### config.mk
export PLATFORM = sky130hd
export DESIGN_NAME = ram_port_arb
export DESIGN_NICKNAME = d
export VERILOG_FILES = /design/src/rtl/ram_port_arb_pkg.sv /design/src/rtl/ram_port_arb_pick.sv /design/src/rtl/ram_port_arb.sv
export SDC_FILE = /design/constraint.sdc
export NUM_CORES = 1
export LEC_CHECK = 0
export ABC_AREA = 1
export ABC_CLOCK_PERIOD_IN_PS = 1910
export BUFFER_PORTS_ARGS = -buffer_cell sky130_fd_sc_hd__buf_2
export CAP_MARGIN = 20
export CELL_PAD_IN_SITES_DETAIL_PLACEMENT = 2
export CELL_PAD_IN_SITES_GLOBAL_PLACEMENT = 2
export CORE_MARGIN = 10
export CORE_UTILIZATION = 24
export DETAILED_ROUTE_END_ITERATION = 10
export HOLD_SLACK_MARGIN = 0.12
export PLACE_DENSITY = 0.9
export SYNTH_ARGS = -nofsm -noshare
export SYNTH_HDL_FRONTEND = slang
export SYNTH_SLANG_ARGS = --single-unit
### constraint.sdc
create_clock -name clock -period 1.91 [get_ports clock]
set_input_delay 0 -clock clock [delete_from_list [all_inputs] [get_ports clock]]
set_output_delay 0 -clock clock [all_outputs]
set_load 0.005 [all_outputs]
### src/rtl/ram_port_arb_pkg.sv
// Shared types and sizing for the two-master RAM port-A arbiter.
package ram_port_arb_pkg;

    localparam int unsigned DEPTH     = 2048;
    localparam int unsigned WIDTH     = 32;
    localparam int unsigned ADDR_BITS = $clog2(DEPTH);
    localparam int unsigned BE_BITS   = WIDTH / 8;

    typedef enum logic {
        M0 = 1'b0,
        M1 = 1'b1
    } master_id_e;

    typedef struct packed {
        logic                 wr;
        logic [ADDR_BITS-1:0] addr;
        logic [BE_BITS-1:0]   be;
        logic [WIDTH-1:0]     wdata;
    } cmd_t;

    // Read accepted last cycle whose ram_q lands this cycle.
    typedef struct packed {
        logic       valid;
        master_id_e id;
    } tag_t;

endpackage

### src/rtl/ram_port_arb_pick.sv
// Two-input grant picker. RAM_PORT_ARB_ROUND_ROBIN_EN selects round-robin on
// contention; otherwise m0 has fixed priority and the pointer is ignored.
module ram_port_arb_pick
    import ram_port_arb_pkg::*;
(
    input  logic [1:0] req,
    input  master_id_e last,
    output logic [1:0] grant
);

`ifdef RAM_PORT_ARB_ROUND_ROBIN_EN
    // On contention favour the master that was not granted last.
    always_comb begin
        grant = req;
        if (req == 2'b11) begin
            grant = (last == M0) ? 2'b10 : 2'b01;
        end
    end
`else
    logic unused_last;
    assign unused_last = last;

    // Fixed priority: m0 always wins.
    always_comb begin
        grant = 2'b00;
        if (req[0]) begin
            grant = 2'b01;
        end else if (req[1]) begin
            grant = 2'b10;
        end
    end
`endif

endmodule

### src/rtl/ram_port_arb.sv
// Two-master arbiter/sequencer for block RAM port A with per-master read
// response hold registers. Optional macro: RAM_PORT_ARB_ROUND_ROBIN_EN.
module ram_port_arb
    import ram_port_arb_pkg::*;
(
    input  logic                 clock,
    input  logic                 reset,

    input  logic                 m0_cmd_valid,
    output logic                 m0_cmd_ready,
    input  logic                 m0_cmd_wr,
    input  logic [ADDR_BITS-1:0] m0_cmd_addr,
    input  logic [BE_BITS-1:0]   m0_cmd_be,
    input  logic [WIDTH-1:0]     m0_cmd_wdata,
    output logic                 m0_rsp_valid,
    input  logic                 m0_rsp_ready,
    output logic [WIDTH-1:0]     m0_rsp_rdata,

    input  logic                 m1_cmd_valid,
    output logic                 m1_cmd_ready,
    input  logic                 m1_cmd_wr,
    input  logic [ADDR_BITS-1:0] m1_cmd_addr,
    input  logic [BE_BITS-1:0]   m1_cmd_be,
    input  logic [WIDTH-1:0]     m1_cmd_wdata,
    output logic                 m1_rsp_valid,
    input  logic                 m1_rsp_ready,
    output logic [WIDTH-1:0]     m1_rsp_rdata,

    output logic [ADDR_BITS-1:0] ram_address,
    output logic                 ram_wren,
    output logic [BE_BITS-1:0]   ram_byteena,
    output logic [WIDTH-1:0]     ram_data,
    input  logic [WIDTH-1:0]     ram_q
);

    cmd_t                 cmd0, cmd1, cmd_sel;
    tag_t                 tag_q, tag_d;
    master_id_e           last_q, last_d, sel_id;
    logic [1:0]           valid, rsp_ready, wr, own, land, elig, req, grant, hold_vis;
    logic [1:0]           hold_valid_q, hold_valid_d;
    logic [1:0][WIDTH-1:0] hold_data_q, hold_data_d, rsp_rdata;
    logic [1:0]           rsp_valid;
    logic                 accept;
    logic [ADDR_BITS-1:0] addr_q;
    logic [BE_BITS-1:0]   be_q;
    logic [WIDTH-1:0]     data_q;

    assign cmd0 = '{wr: m0_cmd_wr, addr: m0_cmd_addr, be: m0_cmd_be, wdata: m0_cmd_wdata};
    assign cmd1 = '{wr: m1_cmd_wr, addr: m1_cmd_addr, be: m1_cmd_be, wdata: m1_cmd_wdata};

    assign valid     = {m1_cmd_valid, m0_cmd_valid};
    assign rsp_ready = {m1_rsp_ready, m0_rsp_ready};
    assign wr        = {m1_cmd_wr, m0_cmd_wr};

    // Own read in flight per master; its data lands this cycle unless in reset.
    assign own[0] = tag_q.valid & (tag_q.id == M0);
    assign own[1] = tag_q.valid & (tag_q.id == M1);
    assign land   = own & ~{2{reset}};

    // Reads need somewhere guaranteed to put their data: empty hold register and
    // either no landing read or a landing read that is consumed this cycle.
    assign elig = wr | (~hold_valid_q & (~own | rsp_ready));
    assign req  = valid & elig & ~{2{reset}};

    ram_port_arb_pick u_pick (
        .req   (req),
        .last  (last_q),
        .grant (grant)
    );

    assign accept       = |grant;
    assign sel_id       = grant[1] ? M1 : M0;
    assign cmd_sel      = grant[1] ? cmd1 : cmd0;
    assign m0_cmd_ready = grant[0];
    assign m1_cmd_ready = grant[1];

    // RAM drive: granted command passes straight through, otherwise hold last values.
    always_comb begin
        ram_wren    = accept & cmd_sel.wr;
        ram_address = addr_q;
        ram_byteena = be_q;
        ram_data    = data_q;
        if (accept) begin
            ram_address = cmd_sel.addr;
            ram_byteena = cmd_sel.be;
            ram_data    = cmd_sel.wdata;
        end
    end

    // Pointer and in-flight tag next state.
    always_comb begin
        last_d      = accept ? sel_id : last_q;
        tag_d.valid = accept & ~cmd_sel.wr;
        tag_d.id    = sel_id;
    end

    // Response steering and hold-register next state per master.
    always_comb begin
        hold_valid_d = hold_valid_q;
        hold_data_d  = hold_data_q;
        hold_vis     = hold_valid_q & ~{2{reset}};
        for (int i = 0; i < 2; i++) begin
            rsp_valid[i] = hold_vis[i] | land[i];
            rsp_rdata[i] = hold_vis[i] ? hold_data_q[i] : (land[i] ? ram_q : '0);
            if (hold_valid_q[i]) begin
                if (rsp_ready[i]) begin
                    hold_valid_d[i] = 1'b0;
                end
            end else if (land[i] && !rsp_ready[i]) begin
                hold_valid_d[i] = 1'b1;
                hold_data_d[i]  = ram_q;
            end
        end
    end

    assign m0_rsp_valid = rsp_valid[0];
    assign m1_rsp_valid = rsp_valid[1];
    assign m0_rsp_rdata = rsp_rdata[0];
    assign m1_rsp_rdata = rsp_rdata[1];

    // State registers; reset drops any in-flight read and makes m0 win first.
    always_ff @(posedge clock) begin
        if (reset) begin
            tag_q        <= '{valid: 1'b0, id: M0};
            last_q       <= M1;
            hold_valid_q <= '0;
            hold_data_q  <= '0;
            addr_q       <= '0;
            be_q         <= '0;
            data_q       <= '0;
        end else begin
            tag_q        <= tag_d;
            last_q       <= last_d;
            hold_valid_q <= hold_valid_d;
            hold_data_q  <= hold_data_d;
            addr_q       <= ram_address;
            be_q         <= ram_byteena;
            data_q       <= ram_data;
        end
    end

endmodule

==> results by group <==
Run status
  • Status: finished, violations left
  • Failing checks: setup timing

Worst setup path
  • R2R Path End: hold_data_q[25]
  • Max stage delay on crit path: 370 ps
  • Crit path cell chain: inv_4 > nand3_4 > nand2_4 > nand2_4 > nand2_8 > buf_12 > buf_6 > nand3_1 > nand3_4 > buf_6
  • Buf+Inv Stages, Crit Path: 4
  • R2r startpoint: tag_q[1]
  • Arrival time at the worst endpoint: 2130 ps
  • Crit path capture type: primary output
  • Crit Path Max Fanout: 8
  • Max stage delay cell, worst path: dfxtp_4
  • Setup CP Type: reg -> out
  • FF-to-FF setup slack: -40 ps
  • Worst EP required: 1910 ps
  • FF-to-FF path depth: 7
  • Critical Path Source Type: flip-flop
  • Delay-heaviest family, CP: simple AND/OR/NAND/NOR gates

STA
  • Fin crit period: 2126 ps
  • Final setup fails: 49
  • Worst Max-Slew Pin Slew: 812.8 ps
  • Slew Limit Fails: 0
  • Slew margin rel.: 0.4581
  • Final worst path period share: 1.113
  • Hold violation count in the final report: 0
  • Clk_skew: 8.656 ps
  • Final WS setup: -216.3 ps
  • RSZ-0062 raised after global routing: true
  • F_max: 470.3 MHz
  • Post-Route Setup TNS: -2530 ps

Clock tree
  • Worst skew pair latency: 430 ps
  • Clk slew on worst S/H paths: 70 ps
  • CTS buffer count: 17
  • CTS tree: built
  • Clk root buf: clkbuf_16
  • H-tree Lvls: 4
  • Max Buffers Root-to-Sink: 2
  • Clk sinks: 115

Worst hold path
  • Hold Path Stages: 7
  • Min-delay src: m0_cmd_valid
  • Worst hold path type: in -> reg
  • Worst Hold Endpoint: tag_q[0]

Die
  • Placeable Area: 22,640 µm²
  • Die area: 29,520 µm²
  • Die Y: 171.8 µm
  • # rows: 55
  • Starting Density: 0.2443
  • Chip width: 171.8 µm
  • I/O pin count: 250

Drt
  • Wire per inst: 29.42 µm
  • Vias per inst: 5.271
  • Via count: 8,023
  • Pre-antenna DRT Iters: 5
  • Initial DRC Count: 443
  • Final antenna-violating net count: 0
  • Routed wire length: 44,770 µm
  • Residual DRC count: 0

Finish
  • Share of cells above drive strength 1: 0.3970
  • P&R area growth vs syn: 96.24%
  • Final #Nets: 1,340

Pwr
  • Total power draw: 0.007687 W
  • Static Leakage: 5.359 nW
  • Pwr Density: 708.1 nW/µm²
  • Peak VDD IR: 797.8 µV

Global routing
  • Total congestion overflow: 0
  • GR Util All Layers: 0.2389
  • Initial antenna violation count: 18
  • Pin count of the biggest net entering global routing: 65
  • Vias in the first global route: 8,732
  • First-pass GRT wire length: 53,850 µm

Synth
  • Register area share after synthesis: 0.4162
  • Mean Syn Cell Area: 6.993 µm²
  • Post-Syn Area: 5532 µm²
  • Mapped Cells: 791
  • Cell variety after synth: 22
  • Yosys top cell area share: 0.4162
  • Synth top area cells: dfxtp_1 42%, nand3_1 13%, nand2_1 12%
  • FF+latch count, synth: 115
  • Syn nets: 925
  • Area leader, netlist: dfxtp_1
  • YS warnings: 0

Flow run
  • Max_cap viols: 0

Placed design
  • RD Place Congestion: 0.7570
  • Hpwl dp: 18,670 µm
  • IO buf count: 249
[state kept, by name, summed over array words and instances, names as in the netlist]
| name | cells |
|---|---|
| addr_q | 11 |
| be_q | 4 |
| data_q | 32 |
| hold_data_q | 64 |
| hold_valid_q | 2 |
| tag_q | 2 |
[worst max path at each step]
stage,startpoint,to,cells past startpoint
after floorplan,tag_q[0],data_q[15],11
after global placement,tag_q[0],data_q[13],10
after detailed placement,tag_q[0],be_q[2],10
after CTS,tag_q[0],ram_data[0],11
after global routing,tag_q[0],ram_data[1],10
final,tag_q[0],ram_data[1],10
[report_power, final]
group / switching [W] / internal, W
combinational: 0.00101 / 0.000875
sequential: 0.0000556 / 0.00250
clock: 0.00152 / 0.00172
[layer usage]
metal	global-route usage	up-vias	share of wire
met3	0.04401	193	0.046
li1	-	3453	-
met4	0.1544	0	0.081
met1	0.2398	3992	0.34
met5	0	-	0
met2	0.4431	385	0.54
[cell usage after synthesis]
| cell type | instances |
|---|---|
| buf_2 | 25 |
| a21oi_2 | 1 |
| buf_6 | 3 |
| and2_1 | 1 |
| o22ai_1 | 64 |
| nand4_1 | 1 |
| nand3_1 | 142 |
| nand2_2 | 1 |
| a21oi_1 | 3 |
| buf_1 | 6 |
| nor2_4 | 2 |
| inv_2 | 7 |
| buf_4 | 4 |
| dfxtp_1 | 115 |
| nand3_2 | 1 |
| clkbuf_1 | 21 |
| nand2_1 | 172 |
| o31ai_1 | 63 |
| inv_1 | 150 |
| nand3b_1 | 2 |
| o21ai_1 | 3 |
| nor2_1 | 4 |
[repair_timing]
item / in CTS / in global routing
pin swaps: 2 / 36
setup endpoints to repair: 52 / 82
hold buffers: 136 / 0
setup buffers: 9 / 28
cloned: 3 / 13
hold endpoints to repair: 115 / 0
gates resized for setup: 24 / 214
[metrics by stage]
stage | instance area (µm²) | setup WS, ps | instances | hold slack (ps) | utilization
floorplan | 5532 | 537.8 | 791 | 69.07 | -
global placement | 7084 | 149.9 | 1283 | 231.7 | 0.3129
detailed placement | 7084 | 73.20 | 1283 | 237.8 | 0.3129
CTS | 9273 | 0.4690 | 1463 | 195.5 | 0.4096
global route | 10850 | -243.8 | 1521 | 354.6 | 0.4794
finish | 10860 | -216.3 | 1522 | 318.6 | 0.4795
[area by class of cell]
type | count | area (µm²)
inverter | 157 | 618.1
sequential | 115 | 2310
fill | 2428 | 11790
timing repair buffer | 454 | 3819
clock buffer | 17 | 425.4
multi-input combinational | 460 | 3136
timing repair inverter | 1 | 11.26
antenna | 18 | 45.04
tap | 285 | 356.6
clock inverter | 15 | 135.1
[placed cells by master (no fill, tap or decap), types with 2 or more instances in the layout]
cell           Yosys  layout
a21oi_1            3       3
buf_12             0      16
buf_16             0       6
buf_2             25     217
buf_4              4      34
buf_6              3      34
clkbuf_16          0      26
clkinvlp_4         0       3
dfxtp_1          115     113
dfxtp_4            0       2
diode_2            0      18
dlygate4sd3_1      0     136
inv_1            150     150
inv_2              7       5
inv_6              0       8
inv_8              0       4
nand2_1          172     132
nand2_2            1      16
nand2_4            0      22
nand2_8            0       3
nand3_1          142      66
nand3_2            1      60
nand3_4            0      17
nand3b_1           2       2
nor2_1             4       4
nor2_4             2       2
o21ai_1            3       3
o22ai_1           64      61
o22ai_2            0       3
o31ai_1           63      63
[worst reg2reg max path, delay by kind of cell (launching register included)]
family / cells / cell delay, ps
DFF: 1 / 400
and+or+nand+nor: 4 / 650
buffers and inverters: 2 / 740
AOI/OAI and AO/OA: 1 / 90
[kinds of logic (layout without fill, tap and decap cells)]
group | after synthesis | after routing | share of synthesized area
other | 0 | 18 | 0
and+or+nand+nor | 326 | 326 | 0.2599
DFF | 115 | 115 | 0.4162
buffers and inverters | 216 | 644 | 0.1590
AOI/OAI and AO/OA | 134 | 134 | 0.1649
Note: power is estimated with default switching activity, not from simulation.
